File: src/rtl/mult_seq_32bit.sv
// Iterative 32x32 unsigned shift-add multiplier (one add-and-shift per clock) built around one adder_32bit.
// Latency: 33 cycles from the accepting edge to the done pulse; 1 cycle for zero operands with MULT_ZERO_SKIP_EN.
// Backpressure: none; start is sampled only in IDLE, and a start seen in RUN or DONE is dropped, not queued.
// Optional feature macro: MULT_ZERO_SKIP_EN (a zero operand skips straight to DONE with a zero product).

// Plain ripple-style 32-bit adder with carry out and signed overflow flag.
module adder_32bit (
  input  logic [31:0] in_a,
  input  logic [31:0] in_b,
  input  logic        cin,
  output logic [31:0] sum,
  output logic        cout,
  output logic        overflow
);

  // Carry out falls out of a 33-bit add; overflow compares operand and result signs.
  always_comb begin
    {cout, sum} = {1'b0, in_a} + {1'b0, in_b} + {32'b0, cin};
    overflow    = (in_a[31] == in_b[31]) && (sum[31] != in_a[31]);
  end

endmodule

module mult_seq_32bit #(
  parameter int WIDTH = 32
) (
  input  logic             clk,
  input  logic             rst,
  input  logic             start,
  input  logic [WIDTH-1:0] in_a,
  input  logic [WIDTH-1:0] in_b,
  output logic             busy,
  output logic             done,
  output logic [WIDTH-1:0] product_hi,
  output logic [WIDTH-1:0] product_lo
);

  localparam int CW = $clog2(WIDTH);
  localparam logic [CW-1:0] LAST_ITER = CW'(WIDTH - 1);

  typedef enum logic [1:0] {
    S_IDLE = 2'd0,
    S_RUN  = 2'd1,
    S_DONE = 2'd2
  } state_t;

  state_t           state_q, state_d;
  logic [WIDTH-1:0] mcand_q, mcand_d;
  logic [WIDTH-1:0] prod_hi_q, prod_hi_d;
  logic [WIDTH-1:0] prod_lo_q, prod_lo_d;
  logic [CW-1:0]    count_q, count_d;

  logic [WIDTH-1:0] add_b;
  logic [WIDTH-1:0] add_sum;
  logic             add_cout;
  logic             add_ovf_unused;
  logic             zero_op;

`ifdef MULT_ZERO_SKIP_EN
  // A zero operand makes the product trivially zero, so the iterations can be skipped.
  assign zero_op = (in_a == '0) || (in_b == '0);
`else
  assign zero_op = 1'b0;
`endif

  // Low bit of the multiplier half selects whether the multiplicand is added this iteration.
  assign add_b = prod_lo_q[0] ? mcand_q : '0;

  adder_32bit u_adder (
    .in_a     (prod_hi_q),
    .in_b     (add_b),
    .cin      (1'b0),
    .sum      (add_sum),
    .cout     (add_cout),
    .overflow (add_ovf_unused)
  );

  // State and datapath registers; rst aborts any operation in flight.
  always_ff @(posedge clk or posedge rst) begin
    if (rst) begin
      state_q   <= S_IDLE;
      mcand_q   <= '0;
      prod_hi_q <= '0;
      prod_lo_q <= '0;
      count_q   <= '0;
    end else begin
      state_q   <= state_d;
      mcand_q   <= mcand_d;
      prod_hi_q <= prod_hi_d;
      prod_lo_q <= prod_lo_d;
      count_q   <= count_d;
    end
  end

  // Next-state: accept in IDLE, iterate WIDTH times in RUN, spend one cycle in DONE.
  always_comb begin
    state_d = state_q;
    case (state_q)
      S_IDLE: if (start) state_d = zero_op ? S_DONE : S_RUN;
      S_RUN:  if (count_q == LAST_ITER) state_d = S_DONE;
      S_DONE: state_d = S_IDLE;
      default: state_d = S_IDLE;
    endcase
  end

  // Datapath: load operands on accept, then add-and-shift the 65-bit {cout, hi, lo} right by one.
  always_comb begin
    mcand_d   = mcand_q;
    prod_hi_d = prod_hi_q;
    prod_lo_d = prod_lo_q;
    count_d   = count_q;
    case (state_q)
      S_IDLE: begin
        if (start) begin
          mcand_d   = in_a;
          prod_hi_d = '0;
          prod_lo_d = zero_op ? '0 : in_b;
          count_d   = '0;
        end
      end
      S_RUN: begin
        {prod_hi_d, prod_lo_d} = {add_cout, add_sum, prod_lo_q[WIDTH-1:1]};
        count_d = count_q + 1'b1;
      end
      default: ;
    endcase
  end

  // Outputs are pure decodes of the state and the product registers.
  always_comb begin
    busy       = (state_q == S_RUN);
    done       = (state_q == S_DONE);
    product_hi = prod_hi_q;
    product_lo = prod_lo_q;
  end

endmodule

File: config.mk
export PLATFORM = sky130hd
export DESIGN_NAME = mult_seq_32bit
export DESIGN_NICKNAME = d
export VERILOG_FILES = /design/src/rtl/mult_seq_32bit.sv
export SDC_FILE = /design/constraint.sdc
export NUM_CORES = 1
export LEC_CHECK = 0
export BUFFER_PORTS_ARGS = -buffer_cell sky130_fd_sc_hd__buf_4
export CAP_MARGIN = 20
export CORE_UTILIZATION = 40
export CTS_CLUSTER_SIZE = 25
export DETAILED_ROUTE_END_ITERATION = 10
export GPL_TIMING_DRIVEN = 0
export PLACE_DENSITY_LB_ADDON = 0.15
export SYNTH_ARGS = -nofsm -noshare
export SYNTH_HDL_FRONTEND = slang
export SYNTH_SLANG_ARGS = --single-unit
File: constraint.sdc
create_clock -name clk -period 4.1 [get_ports clk]
set_clock_uncertainty 0.15 [all_clocks]
set_input_delay 0.205 -clock clk [delete_from_list [all_inputs] [get_ports clk]]
set_output_delay 0.205 -clock clk [all_outputs]
set_load 0.005 [all_outputs]
==> qor.yml, run 1 <==
cts:
  hold_buffers: 48
  post-cts-setup-buffers: 0
  cts_resized: 0
  max-clock-path-buffers: 2
  clock_latency_ns: 0.36
  clockRootBuffer: "clkbuf_16"
  h-tree-depth: 3
  clkTransAtPathRegs_ns: 0.08
  tritoncts: "done"
  numCtsBuffers: 9
  clock-sinks: 103
sta:
  finalCritPeriodShare_pct: 85.7
  worst_slew_pin_slew_ns: 0.789
  min_period_ns: 3.52
  slew_violations: 0
  setup_viol: 0
  setup_tns_ns: 0
  clock.fmax_mhz: 284
  finalHoldViolCount: 0
  slew_headroom_pct: 47.4
  rsz0062_at_grt: "no"
drt:
  dr.pass1.iters: 5
  ant_nets: 0
  drc: 0
  num_vias: 5830
  routedWlPerCell_um: 16.7
  wl_mm: 17.7
  drt_iter0_markers: 392
  viasPerCell: 5.48
synth:
  ys.flop_type: "dfrtp_1"
  synth_top_family_by_area: "compound AO/OA/AOI/OAI gates"
  yosys.area_share.simple_pct: 17.0
  async_reset_ff_share_pct: 100
  synthCells: 677
  synthesis.area_um2: 6220
  synth_edf_count: 0
  yosys.area_share.adder_pct: 7.16
  ys_seq_elements: 103
  synthMuxAreaShare_pct: 6.43
  synthXorXnorAreaFrac_pct: 2.25
  synth_compound_area_share_pct: 22.1
  seq_area_frac_synth_pct: 41.4
  synth_nets: 779
  synth_cell_types: 63
  yosysWarnings: 0
  syn_area_per_cell_um2: 9.19
global_route:
  grtUsageMet1_pct: 30.7
  grt_overflow_total: 0
  grt_max_degree: 64
  grt_pass1_wl_mm: 29.1
  busiest_layer: "met2"
  track_usage_pct: 22.9
  grtUsageMet2_pct: 38.1
  grt_use_met3_pct: 3.42
  antenna_found_initial: 0
  grt_pass1_vias: 5760
placement:
  numPortBuffers: 132
  gp_congestion: 0.869
  dp.cells: 998
  hpwlAfterDp_mm: 13.0
setup_path:
  critical_path_arrival_ns: 3.61
  reg2reg_to: "product_hi[29]$_DFFE_PP0P_"
  r2r_start: "product_lo[0]$_DFFE_PP0P_"
  required_ns: 4.19
  cpPeakStageDelay_ns: 0.54
  end_kind: "register"
  r2r_cells: 11
  worst_path_max_delay_cell: "dfrtp_1"
  ff2ff_setup_slack_ns: 0.58
  crit_path_start_kind: "register"
  crit_type: "register to register"
  worstPathCellList: "clkbuf_1, and2_1, ha_1, clkbuf_2, and2_1, a221oi_1, nand3_1, a22oi_1, a21boi_0, or3_1, nand3_1"
  cp_max_fo: 10
hold_path:
  holdPathEnd: "product_lo[23]$_DFFE_PP0P_"
  min_path_type: "input pin to register"
  hold_depth: 3
  hold_start: "in_b[23]"
layout:
  mostFrequentLayoutCell: "buf_4"
  final_cell_mix: "buf_4, dfrtp_1, nand2_1"
  insertedDiodeCount: 0
  final_nets: 972
  drive_gt1_share_pct: 22.9
  fillers: 1415
  area_growth_pct: 33.0
  final_cells: 1063
pwr:
  p_total_w: 0.00642
  ir_drop_uv: 292
  pwr-share-clk_pct: 14.4
  pwr-share-seq_pct: 29.8
  p_int_w: 0.00369
  p_sw_share_pct: 42.5
  switchingPower_w: 0.00273
  p_leak_nw: 3.72
  power_density_nw_per_um2: 776
  combPwrFrac_pct: 55.8
floorplanning:
  start_util_pct: 40.9
  die_h_um: 127
  die_x_um: 127
  rows: 45
  core_area_um2: 15200
  io_pins: 133
  fp.dieArea_um2: 16100
outcome:
  status: "complete, no violations"
run:
  maxCapViolCount: 0
## stage by stage
step | setup WS (ns) | hold slack [ns] | utilization (%) | cell area, um2
floorplan | 1.04 | 0.207 | - | 6220
global placement | -0.264 | 0.287 | 49.0 | 7450
detailed placement | 0.570 | 0.266 | 49.2 | 7470
CTS | 0.543 | 0.0000169 | 54.4 | 8270
global route | 0.267 | 0.00921 | 54.4 | 8280
finish | 0.584 | 0.00188 | 54.4 | 8280
## Yosys cell counts (all sizes together), types with 8 or more instances
cell,number,area (um2)
inv,15,56.3
nand3,16,92.6
and3,8,51.3
mux2,32,360
o31ai,8,78.8
nand4,9,56.3
o21ai,82,410
and2,34,213
nor2,29,109
a22oi,34,255
a21oi,36,191
dfrtp,103,2580
xor2,11,96.3
nand2,94,355
ha,34,425
nor3,12,60.1
clkbuf,30,114
buf,9,56.3
o211ai,8,65.1
## area by class of cell
type | count | area [um2] | area share (%)
well taps | 188 | 235 | 2.84
multi-input cells | 520 | 3420 | 41.3
repair buffers | 182 | 1500 | 18.1
plain buffers | 39 | 170 | 2.06
flip-flops and latches | 103 | 2580 | 31.1
inverters | 15 | 58.8 | 0.711
clock buffers | 9 | 225 | 2.72
clock inverters | 7 | 88.8 | 1.07
## critical path, delay by kind of cell, from the launching register on
family / cells / cell delay (ns)
flip-flops: 1 / 0.54
AND/OR/NAND/NOR: 5 / 0.83
buffers and inverters: 2 / 0.62
adder cells (fa/ha/maj): 1 / 0.23
AO/OA/AOI/OAI: 3 / 1.03
## how the worst max path moves through the flow
| stage | from | end | slack, ns | cells past startpoint |
|---|---|---|---|---|
| floorplan | rst | count_q[0]$_DFFE_PP0P_ | 1.04 | 1 |
| global placement | rst | product_hi[17]$_DFFE_PP0P_ | -0.26 | 2 |
| detailed placement | product_lo[0]$_DFFE_PP0P_ | product_hi[29]$_DFFE_PP0P_ | 0.57 | 11 |
| CTS | product_lo[0]$_DFFE_PP0P_ | product_hi[29]$_DFFE_PP0P_ | 0.54 | 11 |
| global route | product_lo[0]$_DFFE_PP0P_ | product_hi[29]$_DFFE_PP0P_ | 0.27 | 11 |
| finish | product_lo[0]$_DFFE_PP0P_ | product_hi[29]$_DFFE_PP0P_ | 0.58 | 11 |
## sequential cells by signal, indices dropped and copies added, names as in the netlist
| register | count |
|---|---|
| count_q | 5 |
| mcand_q | 32 |
| product_hi | 32 |
| product_lo | 32 |
| state_q | 2 |
## cell families after synthesis
| logic type | count (synthesis) |
|---|---|
| muxes | 36 |
| AOI/OAI and AO/OA | 214 |
| xor gates and xnor gates | 16 |
| buffers and inverters | 54 |
| adders and majority gates | 35 |
| DFF | 103 |
| and+or+nand+nor | 219 |
## power by group through the flow
stage / sequential (W) / clock (W) / combinational (W)
finish: 0.00191 / 0.000927 / 0.00358
global route: 0.00198 / 0.000995 / 0.00402
CTS: 0.00191 / 0.000948 / 0.00359
detailed placement: 0.00193 / 0 / 0.00353
global placement: 0.00191 / 0 / 0.00348
floorplan: 0.00186 / 0 / 0.00237
## metal layers
metal  wire (um)  share of wire (%)
met5           0                  0
met4         303                1.7
met3         709                4.0
met2        8280                 47
met1        8450                 48
(Power assumes the default switching activity.)
==> run 2: changes to the inputs <==
==> constraint.sdc (replaced) <==
create_clock -name clk -period 4.48 [get_ports clk]
set_clock_uncertainty 0.15 [all_clocks]
set_input_delay 0.224 -clock clk [delete_from_list [all_inputs] [get_ports clk]]
set_output_delay 0.224 -clock clk [all_outputs]
set_load 0.005 [all_outputs]
==> run 2 against run 1 <==
Effect of this change: total power fell by 8.7%; combinational power fell by 8.7%; clock power decreased by 8.6%; final area down 1.6%; sequential share of layout area is 0.50 points higher; hold slack barely moved; sequential power fell by 8%; first-iteration DRC count shrank 5.1%.
==> qor.yml, run 2 (synthesis gave the netlist of run 1 again) <==
layout:
  final_nets: 959
  mostFrequentLayoutCell: "buf_4"
  final_util_pct: 53.6
  final_cell_mix: "buf_4, dfrtp_1, nand2_1"
  area_growth_pct: 30.9
  insertedDiodeCount: 0
  final_cells: 1050
  drive_gt1_share_pct: 23.2
drt:
  drt_iter0_markers: 372
  wl_mm: 17.6
  drc: 0
  dr.pass1.iters: 5
  ant_nets: 0
  viasPerCell: 5.51
  num_vias: 5782
  routedWlPerCell_um: 16.7
cts:
  clockRootBuffer: "clkbuf_16"
  clock-sinks: 103
  max-clock-path-buffers: 2
  clock_latency_ns: 0.36
  clkTransAtPathRegs_ns: 0.07
  cts_resized: 0
  numCtsBuffers: 9
  h-tree-depth: 3
  tritoncts: "done"
global_route:
  antenna_found_initial: 0
  grt_pass1_wl_mm: 28.8
  grt_max_degree: 64
  grt_overflow_total: 0
  grt_pass1_vias: 5702
  track_usage_pct: 22.8
pwr:
  p_leak_nw: 3.66
  switchingPower_w: 0.00249
  ir_drop_uv: 267
  combPwrFrac_pct: 55.8
  p_sw_share_pct: 42.4
  pwr-share-clk_pct: 14.4
  pwr-share-seq_pct: 29.8
  p_int_w: 0.00337
  power_density_nw_per_um2: 719
floorplanning:
  die_h_um: 127
  die_x_um: 127
  start_util_pct: 40.9
  fp.dieArea_um2: 16100
  core_area_um2: 15200
  io_pins: 133
  rows: 45
outcome:
  status: "complete, no violations"
setup_path:
  end_kind: "register"
  cp_max_fo: 10
  crit_path_start_kind: "register"
  worstPathCellList: "clkbuf_1, and2_1, ha_1, clkbuf_2, and2_1, a221oi_1, nand3_1, a22oi_1, a21boi_0, or3_1, nand3_1"
  critical_path_arrival_ns: 3.59
  r2r_start: "product_lo[0]$_DFFE_PP0P_"
  required_ns: 4.57
  worst_path_max_delay_cell: "dfrtp_1"
  cpPeakStageDelay_ns: 0.54
  crit_start: "product_lo[0]$_DFFE_PP0P_"
  crit_type: "register to register"
sta:
  finalHoldViolCount: 0
  min_period_ns: 3.49
  worst_slew_pin_slew_ns: 0.788
  rsz0062_at_grt: "no"
  slew_headroom_pct: 47.5
  setup_tns_ns: 0
  clock.fmax_mhz: 286
  slew_violations: 0
  setup_viol: 0
  finalCritPeriodShare_pct: 78.0
placement:
  hpwlAfterDp_mm: 13.0
  numPortBuffers: 132
  dp.cells: 998
  gp_congestion: 0.869
run:
  maxCapViolCount: 0
hold_path:
  min_path_type: "input pin to register"
  hold_start: "in_b[31]"
-- run 2: cell types whose count changed in the layout (fill, tap and decap cells not counted), sizes merged --
cell / before / now
dlygate4sd3: 49 / 36
-- run 2: power groups by stage --
| stage | Combinational (W) | Clock, W | Sequential, W |
|---|---|---|---|
| after global placement | 0.00319 | 0 | 0.00175 |
| after CTS | 0.00327 | 0.000868 | 0.00175 |
| after detailed placement | 0.00323 | 0 | 0.00177 |
| after global routing | 0.00367 | 0.000911 | 0.00181 |
| final | 0.00327 | 0.000847 | 0.00175 |
| after floorplan | 0.00217 | 0 | 0.00170 |
-- run 2: routing by layer --
layer  global-route usage [%]  vias up  routed length [um]
li1                         -     2818                   -
met4                     7.84        0                 303
met5                        0        -                   0
met1                     30.5     2786                8310
met3                     3.46       23                 779
met2                     37.6      155                8180
-- run 2: what timing repair did --
action	4_1_cts	5_1_grt
endpoints found under the setup margin	0	0
hold buffers	35	1
buffers inserted	0	0
hold endpoints to repair	96	1
-- run 2: metrics by stage --
stage          cell area, um2  hold WS (ns)  setup slack, ns  power [W]
6_report                 8150       0.00193            0.986    0.00586
3_5_place_dp             7470         0.285            0.950    0.00500
4_1_cts                  8140     0.0000578            0.923    0.00589
5_1_grt                  8150        0.0141            0.647    0.00639
2_1_floorplan            6220         0.226             1.40    0.00386
3_3_place_gp             7450         0.306           0.0966    0.00493
-- run 2: worst max-delay path, delay by kind of cell (launching register included) --
family / cells / cell delay (ns)
AOI/OAI and AO/OA: 3 / 1.02
and+or+nand+nor: 5 / 0.83
buffers and inverters: 2 / 0.62
DFF: 1 / 0.54
adders and majority gates: 1 / 0.23
-- run 2: worst paths after layout --
kind | endpoint | slack, ns | cells past startpoint
max reg2reg | product_hi[29]$_DFFE_PP0P_ | 0.99 | 11
min in group asynchronous | product_lo[26]$_DFFE_PP0P_ | 0.43 | 3
max in group asynchronous | mcand_q[21]$_DFFE_PP0P_ | 3.05 | 4
min reg2reg | mcand_q[25]$_DFFE_PP0P_ | 0.35 | 1
max | product_hi[29]$_DFFE_PP0P_ | 0.99 | 11
min | product_lo[31]$_DFFE_PP0P_ | 0.002 | 3
-- run 2: area by class of cell --
| cell class | instances | area (um2) |
|---|---|---|
| buffer | 39 | 170 |
| inverter | 15 | 58.8 |
| tap | 188 | 235 |
| timing repair buffer | 169 | 1370 |
| multi-input combinational | 520 | 3420 |
| clock inverter | 7 | 88.8 |
| clock buffer | 9 | 225 |
| fill | 1433 | 7060 |
| sequential | 103 | 2580 |
==> run 3: changes to the inputs <==
==> constraint.sdc (replaced) <==
create_clock -name clk -period 2.85 [get_ports clk]
set_clock_uncertainty 0.15 [all_clocks]
set_input_delay 0.1425 -clock clk [delete_from_list [all_inputs] [get_ports clk]]
set_output_delay 0.1425 -clock clk [all_outputs]
set_load 0.005 [all_outputs]
==> run 3 against run 2 <==
Effect of this change: the run now ends with negative setup slack left; cell count is 5.5% higher; wire length is 7.1% higher; critical path depth is 1 lower; register-to-register slack worse by 1.1 ns; count of clock-buffer cells in the layout stayed put; non-clock buffer count is 58 higher; core utilization is 7.4 points higher; final area is 14% higher; critical endpoint is now product_hi[28]$_DFFE_PP0P_; largest power group unchanged.
==> qor.yml, run 3 (synthesis gave the netlist of run 1 again) <==
sta:
  setup_viol: 7
  setup_tns_ns: -0.320
  timing.final.ws_setup_ns: -0.119
  finalCritPeriodShare_pct: 104
  worst_slew_pin_slew_ns: 0.733
  slew_headroom_pct: 51.0
  slew_violations: 0
  finalHoldViolCount: 0
  clock.fmax_mhz: 337
  worst_hold_slack_ns: 0.00154
  min_period_ns: 2.97
  rsz0062_at_grt: "yes"
setup_path:
  crit_type: "register to register"
  cp_max_fo: 7
  ff2ff_setup_slack_ns: -0.12
  end_kind: "register"
  r2r_cells: 10
  required_ns: 2.94
  crit_path_start_kind: "register"
  critical_path_arrival_ns: 3.06
  r2r_start: "product_lo[0]$_DFFE_PP0P_"
  reg2reg_to: "product_hi[28]$_DFFE_PP0P_"
placement:
  dp.cells: 999
  numPortBuffers: 132
  place_ws_ns: -0.657
  hpwlAfterDp_mm: 12.9
  gp_congestion: 0.844
  place_area_um2: 7490
global_route:
  grt_overflow_total: 0
  track_usage_pct: 23.5
  antenna_found_initial: 0
  grt_max_degree: 42
  grt_pass1_vias: 5928
  grt_pass1_wl_mm: 29.9
floorplanning:
  fp.dieArea_um2: 16100
  die_x_um: 127
  core_area_um2: 15200
  die_h_um: 127
  rows: 45
  io_pins: 133
  start_util_pct: 40.9
drt:
  wl_mm: 18.8
  drt_iter0_markers: 348
  viasPerCell: 5.50
  ant_nets: 0
  dr.pass1.iters: 5
  routedWlPerCell_um: 17.0
  drc: 0
  num_vias: 6092
outcome:
  violations: "negative setup slack"
  status: "finished with violations"
cts:
  clockRootBuffer: "clkbuf_16"
  max-clock-path-buffers: 2
  clkTransAtPathRegs_ns: 0.08
  h-tree-depth: 3
  tritoncts: "done"
  clock-sinks: 103
  numCtsBuffers: 9
  clock_latency_ns: 0.36
layout:
  mostFrequentLayoutCell: "buf_4"
  final_nets: 1017
  drive_gt1_share_pct: 34.2
  multi_input_area_um2: 3960
  insertedDiodeCount: 0
  final_area_um2: 9280
  final_cell_mix: "buf_4, dfrtp_1, nand2_1"
  regArea_um2: 2580
  area_growth_pct: 49.1
  final_cells: 1108
  fillers: 1285
run:
  maxCapViolCount: 0
pwr:
  pwr-share-seq_pct: 26.9
  p_int_w: 0.00609
  ir_drop_uv: 614
  p_leak_nw: 3.99
  pwr-share-clk_pct: 11.7
  power_density_nw_per_um2: 1130
  switchingPower_w: 0.00443
  p_sw_share_pct: 42.1
  combPwrFrac_pct: 61.4
hold_path:
  hold_start: "in_b[1]"
  hold_depth: 3
  min_path_type: "input pin to register"
  holdPathEnd: "product_lo[1]$_DFFE_PP0P_"
==> run 3: changes by cell type in the layout (fill, tap and decap cells not counted), moves of 11 or more <==
cell / previous run / this run
ha_4: 0 / 17
o21ai_0: 80 / 69
a21oi_1: 35 / 21
dlygate4sd3_1: 36 / 64
ha_1: 34 / 13
buf_4: 134 / 160
==> run 3: worst max path at each step <==
stage	from	endpoint	depth (start not counted)
global route	product_lo[0]$_DFFE_PP0P_	product_hi[28]$_DFFE_PP0P_	11
global placement	product_lo[0]$_DFFE_PP0P_	product_hi[29]$_DFFE_PP0P_	11
floorplan	product_lo[0]$_DFFE_PP0P_	product_hi[28]$_DFFE_PP0P_	10
finish	product_lo[0]$_DFFE_PP0P_	product_hi[28]$_DFFE_PP0P_	10
detailed placement	product_lo[0]$_DFFE_PP0P_	product_hi[29]$_DFFE_PP0P_	11
CTS	product_lo[0]$_DFFE_PP0P_	product_hi[29]$_DFFE_PP0P_	11
==> run 3: power by group through the flow <==
stage	logic (W)	registers (W)	clock network, W
CTS	0.00562	0.00277	0.00126
finish	0.00646	0.00282	0.00123
floorplan	0.00340	0.00267	0
global placement	0.00500	0.00274	0
detailed placement	0.00506	0.00277	0
global route	0.00708	0.00293	0.00132
==> run 3: what timing repair did <==
item                                    in CTS  in global routing
buffers inserted                            10                 21
gates resized for setup                     64                 77
hold buffers                                64                  0
endpoints found under the hold margin       90                  0
endpoints found under the setup margin      26                 21
pin swaps                                   14                 25
cloned                                       1                  0
==> run 3: final cells by class <==
cell class,count,area share [%]
Inverter,15,0.647
Timing Repair Buffer,229,20.8
Sequential cell,103,27.8
Clock buffer,9,2.43
Multi-Input combinational cell,520,42.7
Buffer,37,2.43
Tap cell,188,2.54
Clock inverter,7,0.715
==> run 3: stage by stage <==
stage | power (W) | util [%]
final | 0.0105 | 61.0
after global routing | 0.0113 | 61.0
after CTS | 0.00965 | 57.8
after detailed placement | 0.00783 | 49.3
after global placement | 0.00774 | 49.0
after floorplan | 0.00607 | -
==> run 3: routing by layer <==
| layer | GRT usage, % | routed length (um) | up-vias |
|---|---|---|---|
| li1 | - | - | 2935 |
| met1 | 31.2 | 8700 | 2975 |
| met2 | 39.2 | 9190 | 162 |
| met3 | 3.96 | 657 | 20 |
| met4 | 6.93 | 280 | 0 |
| met5 | 0 | 0 | - |
==> run 3: worst max-delay path, cell delays in order, from the launching register on <==
cell	delay, ns
dfrtp_2	0.53
buf_8	0.18
and2_4	0.14
ha_4	0.23
and3_4	0.19
and3_4	0.18
a211o_4	0.36
and3b_2	0.24
o31ai_4	0.28
nand3_1	0.10
a32o_1	0.27
